$ cat src/rtl/add8_rr_share_if.sv
// Bus bundle between the requesters/external adder and the add8_rr_share sequencer.
// The slave modport is the sequencer; master is the requester and adder side.
interface add8_rr_share_if #(
    parameter int NREQ  = 4,
    parameter int CNT_W = 16
);
    logic [NREQ-1:0]   req_valid;
    logic [NREQ-1:0]   req_ready;
    logic [8*NREQ-1:0] req_a;
    logic [8*NREQ-1:0] req_b;
    logic [7:0]        add_a;
    logic [7:0]        add_b;
    logic [8:0]        add_o;
    logic [NREQ-1:0]   rsp_valid;
    logic [NREQ-1:0]   rsp_ready;
    logic [9*NREQ-1:0] rsp_sum;
    logic              busy;
    logic [CNT_W-1:0]  op_count;

    modport slave (
        input  req_valid, req_a, req_b, add_o, rsp_ready,
        output req_ready, add_a, add_b, rsp_valid, rsp_sum, busy, op_count
    );

    modport master (
        output req_valid, req_a, req_b, add_o, rsp_ready,
        input  req_ready, add_a, add_b, rsp_valid, rsp_sum, busy, op_count
    );
endinterface

$ cat src/rtl/add8_rr_share.sv
// Round-robin sequencer sharing one external combinational 8-bit adder among NREQ
// requesters: one registered issue stage, per-requester 9-bit response registers.
module add8_rr_share #(
    parameter int NREQ  = 4,
    parameter int CNT_W = 16
) (
    input  logic              clk,
    input  logic              rst,
    add8_rr_share_if.slave    bus
);
    localparam int TAG_W = $clog2(NREQ);

    logic              stage_valid_q, stage_valid_d;
    logic [7:0]        add_a_q, add_a_d;
    logic [7:0]        add_b_q, add_b_d;
    logic [TAG_W-1:0]  stage_tag_q, stage_tag_d;
    logic [TAG_W-1:0]  ptr_q, ptr_d;
    logic [NREQ-1:0]   rsp_valid_q, rsp_valid_d;
    logic [9*NREQ-1:0] rsp_sum_q, rsp_sum_d;
    logic [CNT_W-1:0]  op_count_q, op_count_d;

    logic [NREQ-1:0]   eligible;
    logic [NREQ-1:0]   grant_oh;
    logic [TAG_W-1:0]  grant_idx;
    logic              grant_any;

    // A requester may have only one operation in flight: not in the stage, no pending response.
    always_comb begin
        eligible = '0;
        for (int i = 0; i < NREQ; i++) begin
            eligible[i] = bus.req_valid[i] && !rsp_valid_q[i]
                          && !(stage_valid_q && (stage_tag_q == TAG_W'(i)));
        end
    end

    always_comb begin
        grant_oh  = '0;
        grant_idx = '0;
        grant_any = 1'b0;
        for (int k = 0; k < NREQ; k++) begin
            int idx;
            idx = int'(ptr_q) + k;
            if (idx >= NREQ) begin
                idx = idx - NREQ;
            end
            if (!grant_any && eligible[idx]) begin
                grant_any     = 1'b1;
                grant_idx     = TAG_W'(idx);
                grant_oh[idx] = 1'b1;
            end
        end
    end

    always_comb begin
        stage_valid_d = 1'b0;
        add_a_d       = add_a_q;
        add_b_d       = add_b_q;
        stage_tag_d   = stage_tag_q;
        ptr_d         = ptr_q;
        rsp_valid_d   = rsp_valid_q & ~bus.rsp_ready;
        rsp_sum_d     = rsp_sum_q;
        op_count_d    = op_count_q;

        if (grant_any) begin
            stage_valid_d = 1'b1;
            add_a_d       = bus.req_a[8*int'(grant_idx) +: 8];
            add_b_d       = bus.req_b[8*int'(grant_idx) +: 8];
            stage_tag_d   = grant_idx;
            ptr_d         = (grant_idx == TAG_W'(NREQ-1)) ? '0 : grant_idx + 1'b1;
        end

        // Retire cannot collide with a response clear for the same tag (eligibility forbids it).
        if (stage_valid_q) begin
            for (int i = 0; i < NREQ; i++) begin
                if (stage_tag_q == TAG_W'(i)) begin
                    rsp_valid_d[i]       = 1'b1;
                    rsp_sum_d[9*i +: 9]  = bus.add_o;
                end
            end
            op_count_d = op_count_q + CNT_W'(1);
        end
    end

    always_ff @(posedge clk) begin
        if (rst) begin
            stage_valid_q <= 1'b0;
            add_a_q       <= '0;
            add_b_q       <= '0;
            stage_tag_q   <= '0;
            ptr_q         <= '0;
            rsp_valid_q   <= '0;
            rsp_sum_q     <= '0;
            op_count_q    <= '0;
        end else begin
            stage_valid_q <= stage_valid_d;
            add_a_q       <= add_a_d;
            add_b_q       <= add_b_d;
            stage_tag_q   <= stage_tag_d;
            ptr_q         <= ptr_d;
            rsp_valid_q   <= rsp_valid_d;
            rsp_sum_q     <= rsp_sum_d;
            op_count_q    <= op_count_d;
        end
    end

    assign bus.req_ready = rst ? '0 : grant_oh;
    assign bus.add_a     = add_a_q;
    assign bus.add_b     = add_b_q;
    assign bus.rsp_valid = rsp_valid_q;
    assign bus.rsp_sum   = rsp_sum_q;
    assign bus.busy      = stage_valid_q;
    assign bus.op_count  = op_count_q;
endmodule

$ cat src/flat_wrapper.sv
// flat-port wrapper written by rule: the top's interface ports become plain ports
module add8_rr_share_flat 
#(
    parameter int NREQ  = 4,
    parameter int CNT_W = 16
)
  (clk, rst, bus_req_valid, bus_req_a, bus_req_b, bus_add_o, bus_rsp_ready, bus_req_ready, bus_add_a, bus_add_b, bus_rsp_valid, bus_rsp_sum, bus_busy, bus_op_count);
  add8_rr_share_if #(.NREQ(NREQ), .CNT_W(CNT_W)) bus_i ();
  input  logic clk;
  input  logic rst;
  input wire logic [$bits(bus_i.req_valid)-1:0] bus_req_valid;
  input wire logic [$bits(bus_i.req_a)-1:0] bus_req_a;
  input wire logic [$bits(bus_i.req_b)-1:0] bus_req_b;
  input wire logic [$bits(bus_i.add_o)-1:0] bus_add_o;
  input wire logic [$bits(bus_i.rsp_ready)-1:0] bus_rsp_ready;
  output wire logic [$bits(bus_i.req_ready)-1:0] bus_req_ready;
  output wire logic [$bits(bus_i.add_a)-1:0] bus_add_a;
  output wire logic [$bits(bus_i.add_b)-1:0] bus_add_b;
  output wire logic [$bits(bus_i.rsp_valid)-1:0] bus_rsp_valid;
  output wire logic [$bits(bus_i.rsp_sum)-1:0] bus_rsp_sum;
  output wire logic [$bits(bus_i.busy)-1:0] bus_busy;
  output wire logic [$bits(bus_i.op_count)-1:0] bus_op_count;
  assign bus_i.req_valid = bus_req_valid;
  assign bus_i.req_a = bus_req_a;
  assign bus_i.req_b = bus_req_b;
  assign bus_i.add_o = bus_add_o;
  assign bus_i.rsp_ready = bus_rsp_ready;
  assign bus_req_ready = bus_i.req_ready;
  assign bus_add_a = bus_i.add_a;
  assign bus_add_b = bus_i.add_b;
  assign bus_rsp_valid = bus_i.rsp_valid;
  assign bus_rsp_sum = bus_i.rsp_sum;
  assign bus_busy = bus_i.busy;
  assign bus_op_count = bus_i.op_count;
  add8_rr_share #(.NREQ(NREQ), .CNT_W(CNT_W)) u_core (.clk(clk), .rst(rst), .bus(bus_i));
endmodule
$ cat config.mk
export PLATFORM = sky130hd
export DESIGN_NAME = add8_rr_share_flat
export DESIGN_NICKNAME = d
export VERILOG_FILES = /design/src/rtl/add8_rr_share_if.sv /design/src/rtl/add8_rr_share.sv /design/src/flat_wrapper.sv
export SDC_FILE = /design/constraint.sdc
export NUM_CORES = 1
export LEC_CHECK = 0
export CORE_ASPECT_RATIO = 0.5
export CORE_MARGIN = 8
export CORE_UTILIZATION = 38
export DETAILED_ROUTE_END_ITERATION = 12
export HOLD_SLACK_MARGIN = 0.03
export PLACE_DENSITY = 0.83
export SYNTH_ARGS = -nofsm -noshare
export SYNTH_HDL_FRONTEND = slang
export SYNTH_SLANG_ARGS = --single-unit
export TNS_END_PERCENT = 1
$ cat constraint.sdc
create_clock -name clk -period 3.3 [get_ports clk]
set_clock_uncertainty 0.2 [all_clocks]
set_input_delay 0.66 -clock clk [delete_from_list [all_inputs] [get_ports clk]]
set_output_delay 0.66 -clock clk [all_outputs]
set_load 0.02 [all_outputs]
---- Yosys cells after proc, flatten, opt, wreduce, memory -nomap -nowiden ----
Index checks and enable logic that the tools add are counted.
Widths: inputs -> output; s select.
storage, ports and cells
  flip-flop bits (word level) ............. 77
  bits in latches ......................... 0
  bits in writable memories ............... 0
  memory bits (read-only) ................. 0
  input bits .............................. 83
  output and inout bits ................... 77
  word-level logic and storage cells ...... 122
  memories ................................ 0
cells by class
  add/subtract/negate cells ............... 9
  multiply operators ...................... 0
  divide/modulo/power cells ............... 0
  $lt $le $gt $ge ......................... 12
  equality and inequality tests ........... 4
  shift operators ......................... 2
  multiplexer cells ....................... 44
  bitwise logic cells ..................... 5
  reductions and logical operators ........ 35
operators with widths
  operator               count
  $ge 32x1->1 const B    4
  $lt 32x4->1 const B    4
  $mux 32                4
  $ge 32x4->1 const B    3
  $sub 32x4->32 const B  3
  $shiftx 32x6->8        2
  $mux 4                 6
  $mux 1                 21
  $logic_and 1x1->1      19
  $add 16x1->16 const B  1
  $or 4x4->4             3
  $logic_not 1->1        11
  $mux 2                 5
  $bmux 1 s2             4
  $demux 1 s2            4
  $reduce_and 2->1       4
  $add 2x2->3 const B    2
  $eq 2x2->1 const B     3
  $and 4x4->4            1
  $not 4->4              1
  $sub 2x3->4 const B    1
  $add 2x1->3 const B    1
  $ge 2x3->1 const B     1
  $add 2x1->2 const B    1
  2 further kinds        2

---- Longest topological paths before layout ----
Gate-level depths: netlist of the first run.
  depth after elaboration ................. 19
  mapped depth ............................ 15
  mapped depth without buffers ............ 11

---- Least setup slack after synthesis of the first run ----
No wires, ideal clock.
  kind .................................... flip-flop to output port
  start point ............................. register u_core.ptr_q[0]
  end point ............................... output port bus_req_ready[0]
  data arrival time ....................... 2.850 ns
  required time ........................... 2.440 ns
  path slack .............................. -0.410 ns
  cell stages (with the launch flop) ...... 12
  buffers on the path ..................... 2
  cell sequence ........................... dfxtp_1 clkbuf_1 inv_1 ha_1 buf_2 or3b_1 o221ai_1 o21a_1 a211oi_1 a221o_1 o21ai_1 a21oi_1
between the ends
  longest elaborated chain between the ends .. 16
  elaborated cells on any way between the ends .. 64
  classes of those cells .................. add/sub: 7; order compare: 12; mux: 32; bitwise: 3; reduce/logical: 10
RTL lines
  item                                                                    RTL line              text
  from (decl)                                                             add8_rr_share.sv:17   logic [TAG_W-1:0] ptr_q, ptr_d;
  from (signal assigned)                                                  add8_rr_share.sv:99   ptr_q <= ptr_d;
  parallel branches: the longest is 14 deep, another holds $sub 32x4->32  -
  $mux 4 (*)                                                              add8_rr_share.sv:46   if (!grant_any && eligible[idx]) begin
  $mux 4 (*)                                                              add8_rr_share.sv:106  assign bus.req_ready = rst ? '0 : grant_oh;
  to (decl)                                                               flat_wrapper.sv:16    output wire logic [$bits(bus_i.req_ready)-1:0] bus_req_ready;
Every way passes the cells marked *. The select of a mux whose other input is x is not followed.

---- Worst setup path after layout of the first run ----
  start point ............................. input port bus_req_valid[1]
  end point ............................... output port bus_req_ready[0]
between the ends
  longest elaborated chain between the ends .. 16
  elaborated cells on any way between the ends .. 31
  classes of those cells .................. mux: 20; bitwise: 3; reduce/logical: 8
RTL lines
  item                                        RTL line              text
  from (decl)                                 flat_wrapper.sv:11    input wire logic [$bits(bus_i.req_valid)-1:0] bus_req_valid;
  $logic_and 1x1->1 (*)                       add8_rr_share.sv:31   eligible[i] = bus.req_valid[i] && !rsp_valid_q[i]
  $logic_and 1x1->1 (*)                       add8_rr_share.sv:32   && !(stage_valid_q && (stage_tag_q == TAG_W'(i)));
  $bmux 1 s2                                  add8_rr_share.sv:46
  $mux 1 (not written as such) (2 in series)  add8_rr_share.sv:46
  $mux 1                                      add8_rr_share.sv:46
  $logic_not 1->1                             add8_rr_share.sv:46
  $logic_and 1x1->1                           add8_rr_share.sv:46
  $mux 1                                      add8_rr_share.sv:46
  $logic_not 1->1                             add8_rr_share.sv:46
  $logic_and 1x1->1                           add8_rr_share.sv:46
  $mux 1                                      add8_rr_share.sv:46
  $logic_not 1->1                             add8_rr_share.sv:46
  $logic_and 1x1->1                           add8_rr_share.sv:46
  $mux 4 (*)                                  add8_rr_share.sv:46
  $mux 4 (*)                                  add8_rr_share.sv:106
Mark *: on every way between the ends. The rest lies on a longest branch, timed or not. The select of a mux whose other input is x is not followed.

==> metrics.yaml, run 1 <==
detailed_routing:
  route.vias.total: 4721
  dr.first_iter.drc_count: 303
  wire_per_inst_um: 17.1
  vias_per_cell: 5.35
  drt-pass1-iter-count: 6
  final_antenna_net_count: 0
  drc: 0
  wl_um: 15100
cts:
  clkSinkCount: 77
  cts_tree: "yes"
  cts_hold_buf: 0
  worst_skew_pair.late_latency_ps: 330
  numCtsBuffers: 9
  clock_path_buffers: 2
  root_buffer: "clkbuf_16"
  clkTransAtPathRegs_ps: 60
  htree_levels: 3
worst_setup_path:
  startpoint_type: "input port"
  r2r-start: "u_core.ptr_q[0]"
  worstPathMaxFanout: 4
  crit_slowest_cell: "clkdlybuf4s50_1"
  max_stage_delay_ps: 480
  startpoint: "bus_req_valid[1]"
  cp_data_arrival_time_ps: 2650
  required_ps: 2440
  cp-end-kind: "primary output"
  crit_chain: "clkdlybuf4s50_1, or3b_1, o22ai_2, o21a_4, a211oi_4, a221o_1, o21ai_2, a21oi_2, buf_4"
  critical_path_class: "in -> out"
synthesis:
  yosysSeqAreaShare: 0.356
  synth_top_area_frac: 0.356
  synth.area.top_cells: "dfxtp_1 (36%), nand2_1 (9.4%), mux2i_1 (7.2%)"
  synthesis.nets: 630
  netlist_area_um2: 4320
  synth_edf_count: 0
  avgSynthCellArea_um2: 8.05
  ys_async_sr_fraction: 0
  ys_seq_elements: 77
  synth_area_leader_cell: "dfxtp_1"
  netlist_instances: 537
  ys.flop_type: "dfxtp_1"
  ys_types: 57
  yosysWarnings: 0
sta:
  timing.fmax_mhz: 285
  tightest_slew_ps: 750
  finalSetupTns_ps: -722
  slew_headroom: 0.500
  period_minus_slack_ps: 3510
  rsz0062_at_grt: "true"
  finalCritPeriodShare: 1.06
  final_hold_viol_count: 0
  setup_viol: 4
  maxSlewViolCount: 0
  setup_slack_ps: -206
cells_and_area:
  drive_gt1_frac: 0.165
  num-fill-cells: 918
  area_growth_pct: 59.4
  antenna_cells: 0
  nets: 826
  stdcell_count: 883
  post-route-util: 0.624
run:
  maxCapViolations: 0
pwr:
  p_per_area_nw_per_um2: 795
  power_uw: 5480
  vdd_drop_max_uv: 403
  power.leakage_uw: 0.00265
placement:
  gp_congestion: 0.880
  post-place-cells: 859
  io_buffers: 159
  dp_hpwl_um: 11200
  dp_slack_ps: -764
floorplanning:
  fp.coreArea_um2: 11000
  start_util: 0.391
  die_area_um2: 15300
  rows: 27
  die_x_um: 167
  die_y_um: 91.4
  ios: 160
global_routing:
  gr-total-overflow: 0
  grt_pass1_vias: 4863
  grt_pass1_wl_um: 24400
  grtUsageTotal: 0.192
  grt_max_degree: 70
  antenna_found_initial: 0
min_path:
  min-delay-start: "u_core.bus.rsp_sum[33]"
  hold_path.class: "reg -> reg"
outcome:
  outcome: "finished, violations left"
  violations: "negative setup slack"
[cells in the final DEF, fill, tap and decap left out, types with 11 or more instances in the layout]
| cell | count |
|---|---|
| nand2_1 | 108 |
| nor2_1 | 48 |
| o21ai_0 | 13 |
| mux2i_1 | 31 |
| a21oi_1 | 55 |
| xor2_1 | 11 |
| nand4_1 | 13 |
| dfxtp_1 | 76 |
| clkdlybuf4s50_1 | 153 |
| nand2b_1 | 15 |
| buf_4 | 64 |
[metal layers]
metal	wire length, um	global-route usage	vias to the layer above
met5	0	0	-
met4	267	0.0655	0
met3	832	0.0505	22
met2	7740	0.346	136
met1	6280	0.219	2277
li1	-	-	2286
[path summary, 6_finish.rpt]
path	endpoint	slack [ps]	depth (start not counted)
worst max-delay path	bus_req_ready[0]	-210	9
worst min-delay path	u_core.bus.rsp_sum[33]	250	2
worst max register to register	u_core.bus.add_b[4]	190	15
worst min register to register	u_core.bus.rsp_sum[33]	250	2
[Yosys cell counts, types with 2 or more instances]
cell type and number:
o22ai_1 2, a311o_1 7, ha_1 10, a2111oi_0 2
a31oi_1 2, clkbuf_1 21, o2111a_1 2, nand2_1 108
buf_1 6, a21oi_1 59, nand3_1 9, xor2_1 11
buf_2 11, o21a_1 2, nand4_1 13, nand2b_1 15
inv_1 3, nand3b_1 5, o31ai_1 2, o211ai_1 3
and3b_1 2, o221ai_1 2, or3b_1 3, xnor2_1 3
and3_1 6, nor2b_1 4, dfxtp_1 77, buf_6 3
o21ai_1 6, a311oi_2 7, nor3_1 2, a211oi_1 3
a221o_1 4, nor2_1 48, and2_1 2, a32o_1 8
mux2i_1 31, o21ai_0 14
[logic make-up after synthesis]
group | after synthesis | synth area share
buffers and inverters | 46 | 0.0492
and+or+nand+nor | 223 | 0.236
muxes | 32 | 0.0744
xor gates and xnor gates | 14 | 0.0284
DFF | 77 | 0.356
adders and majority gates | 10 | 0.0289
AOI/OAI and AO/OA | 135 | 0.226
[registers in the layout, summed over array words and instances, names as in the netlist]
register,count
u_core.bus.busy,1
u_core.bus.rsp_valid,4
u_core.stage_tag_q,2
u_core.bus.op_count,16
u_core.bus.add_b,8
u_core.ptr_q,2
u_core.bus.rsp_sum,36
u_core.bus.add_a,8
[report_power, final]
group	leakage, uW	internal (uW)	switching (uW)
sequential	0.000629	1100	116
combinational	0.00186	1550	1640
clock	0.000154	669	405
[worst max-delay path, delay by kind of cell]
kind	cells	cell delay [ps]
and+or+nand+nor	1	380
AOI/OAI and AO/OA	6	950
buffers and inverters	2	650
[metrics by stage]
| stage | instance area, um2 | hold WS [ps] |
|---|---|---|
| 2_1_floorplan | 4390 | 335 |
| 3_3_place_gp | 6450 | 241 |
| 3_5_place_dp | 6450 | 248 |
| 4_1_cts | 6820 | 257 |
| 5_1_grt | 6890 | 275 |
| 6_report | 6890 | 254 |
[timing repair]
action                     4_1_cts  5_1_grt
setup endpoints to repair        4        4
gates cloned                     0        0
hold endpoints to repair         0        0
resized for setup               25       10
pin swaps                        9        6
buffers inserted                 5        3
[cell type report]
class / instances / area [um2] / share of cell area
multi-input combinational: 414 / 2690 / 0.390
clock buffer: 10 / 229 / 0.0332
timing repair buffer: 227 / 2140 / 0.310
tap: 145 / 181 / 0.0263
sequential: 77 / 1550 / 0.224
inverter: 4 / 18.8 / 0.00272
clock inverter: 6 / 93.8 / 0.0136
(Power assumes the default switching activity.)
==> inputs of run 2 (changes only) <==
CORE_MARGIN = not set   (was 8)
==> run 2 against run 1 <==
Compared with the run above:
- the flow still finishes with violations (negative setup slack)
- core utilization is 0.88 points lower
- power is 4.6% lower
- critical path type is now reg -> out
- cell area is 1.4% lower
- critical path depth is 2 higher
- cell count is 1.0% lower
- global-route usage is 3.7 points higher
- wire length is 11% lower
- combinational power is 6% lower
- clock power is 6% lower
==> metrics.yaml, run 2 (synthesized netlist as in run 1, its figures left out) <==
outcome:
  outcome: "finished, violations left"
  violations: "negative setup slack"
floorplanning:
  die_y_um: 77.4  # -15%
  die_area_um2: 11800  # -22%
  fp.coreArea_um2: 11000  # unchanged
  rows: 27  # unchanged
  start_util: 0.391  # unchanged
  die_x_um: 153  # -8.4%
  ios: 160  # unchanged
global_routing:
  grt_max_degree: 76  # +8.6%
  gr-total-overflow: 0  # unchanged
  grt_pass1_wl_um: 22100  # -9.5%
  grt_pass1_vias: 4501  # -7.4%
  grtUsageTotal: 0.229  # +0.0370
  antenna_found_initial: 0  # unchanged
min_path:
  hold_path.class: "reg -> reg"
cells_and_area:
  antenna_cells: 0  # unchanged
  area_growth_pct: 57.1
  drive_gt1_frac: 0.155  # -0.0103
  nets: 817  # -1.1%
  final_cell_area_um2: 6790  # -1.4%
  largest_register_ffs: 36  # unchanged
  final_common_cell: "clkdlybuf4s50_1"
  final_cell_mix: "clkdlybuf4s50_1 (153), nand2_1 (108), dfxtp_1 (76), buf_4 (56), a21oi_1 (55)"
placement:
  dp_hpwl_um: 9880  # -12%
  gp_congestion: 0.876  # -0.44%
  place_area_um2: 6450  # about the same
  io_buffers: 159  # unchanged
worst_setup_path:
  cp-end-kind: "primary output"
  crit_buf_inv: 3  # +1
  path_common_cell: "buf_4"
  critical_path_class: "reg -> out"
  cp_data_arrival_time_ps: 2710  # +60 ps
  max_stage_delay_ps: 420  # -60 ps
  crit_chain: "clkinvlp_4, ha_4, or3b_4, o221ai_4, o21a_2, a211oi_2, buf_4, a221o_1, o21ai_1, a21oi_2, buf_4"
  required_ps: 2440  # about the same
  crit_slowest_cell: "or3b_4"
  startpoint_type: "flop"
  worstPathMaxFanout: 7  # +3
  crit_family: "compound AO/OA/AOI/OAI gates"
cts:
  htree_levels: 3  # unchanged
  clock_path_buffers: 2  # unchanged
  numCtsBuffers: 9  # unchanged
  clkSinkCount: 77  # unchanged
  worst_skew_pair.late_latency_ps: 340  # about the same
  cts_hold_buf: 0  # unchanged
  clkTransAtPathRegs_ps: 60  # about the same
  root_buffer: "clkbuf_16"
  cts_tree: "yes"
sta:
  setup_viol: 4  # unchanged
  finalCritPeriodShare: 1.08  # +0.0192
  maxSlewViolCount: 0  # unchanged
  setup_slack_ps: -270  # -63.4 ps
  finalSetupTns_ps: -869  # -148 ps
  slew_headroom: 0.463  # -0.0378
  period_minus_slack_ps: 3570  # +63.4 ps
  timing.fmax_mhz: 280  # -1.8%
  final_hold_viol_count: 0  # unchanged
  tightest_slew_ps: 806  # +56.6 ps
  rsz0062_at_grt: "true"
  hold_ws_ps: 254  # -0.428 ps
detailed_routing:
  drt-pass1-iter-count: 5  # -1
  wire_per_inst_um: 15.4  # -9.8%
  wl_met3_um: 692  # -17%
  wl_met1_um: 5930  # -5.5%
  route.vias.total: 4696  # -0.53%
  dr.first_iter.drc_count: 305  # +0.66%
  wl_um: 13500  # -11%
  top_layer_used: "met4"
  wl_met2_um: 6670  # -14%
  drc: 0  # unchanged
  final_antenna_net_count: 0  # unchanged
  vias_per_cell: 5.37  # +0.49%
pwr:
  vdd_drop_max_uv: 390  # -3.2%
  power.leakage_uw: 0.00260  # -1.8%
  power_uw: 5230  # -4.6%
  p_per_area_nw_per_um2: 769  # -3.2%
run:
  maxCapViolations: 0  # unchanged
==> run 2: worst paths after layout <==
check | from | to | slack, ps | cells after the start
max | u_core.ptr_q[0] | bus_req_ready[0] | -270 | 11
min | u_core.bus.rsp_sum[2] | u_core.bus.rsp_sum[2] | 250 | 2
max reg2reg | u_core.stage_tag_q[0] | u_core.ptr_q[0] | 270 | 12
min reg2reg | u_core.bus.rsp_sum[2] | u_core.bus.rsp_sum[2] | 250 | 2
==> run 2: stage by stage <==
stage	util	cells	worst slack, ps
after global routing	0.615	874	-330
after detailed placement	0.584	856	-799
after global placement	0.584	856	-683
after floorplan	-	537	18.7
after CTS	0.614	874	-250
final	0.615	874	-270
==> run 2: worst reg2reg max path, delay by kind of cell, from the launching register on <==
family                   cells  cell delay, ps
AO/OA/AOI/OAI                5            1180
adder cells (fa/ha/maj)      1             220
buffers and inverters        3             430
flip-flops                   1             380
AND/OR/NAND/NOR              3             550
==> run 2: repair_timing <==
action                                  in CTS  in global routing
buffers inserted                             2                  0
gates resized for setup                     23                  3
endpoints found under the setup margin       4                  4
pin swaps                                    2                  0
==> run 2: cell type report <==
| cell class | instances | area (um2) |
|---|---|---|
| Fill cell | 926 | 4250 |
| Multi-Input combinational cell | 414 | 2670 |
| Timing Repair Buffer | 218 | 2080 |
| Sequential cell | 77 | 1550 |
| Clock buffer | 9 | 225 |
| Tap cell | 145 | 181 |
| Clock inverter | 7 | 80.1 |
| Inverter | 4 | 18.8 |
==> run 2: power breakdown <==
group,switching [uW],internal [uW]
Combinational,1550,1450
Clock,415,597
Sequential,117,1100
==> run 2: metal layers <==
metal  global-route usage  up-vias
met5                    0        -
met4               0.0798        0
met3               0.0413       19
met2                0.401      136
met1                0.284     2254
li1                     -     2287
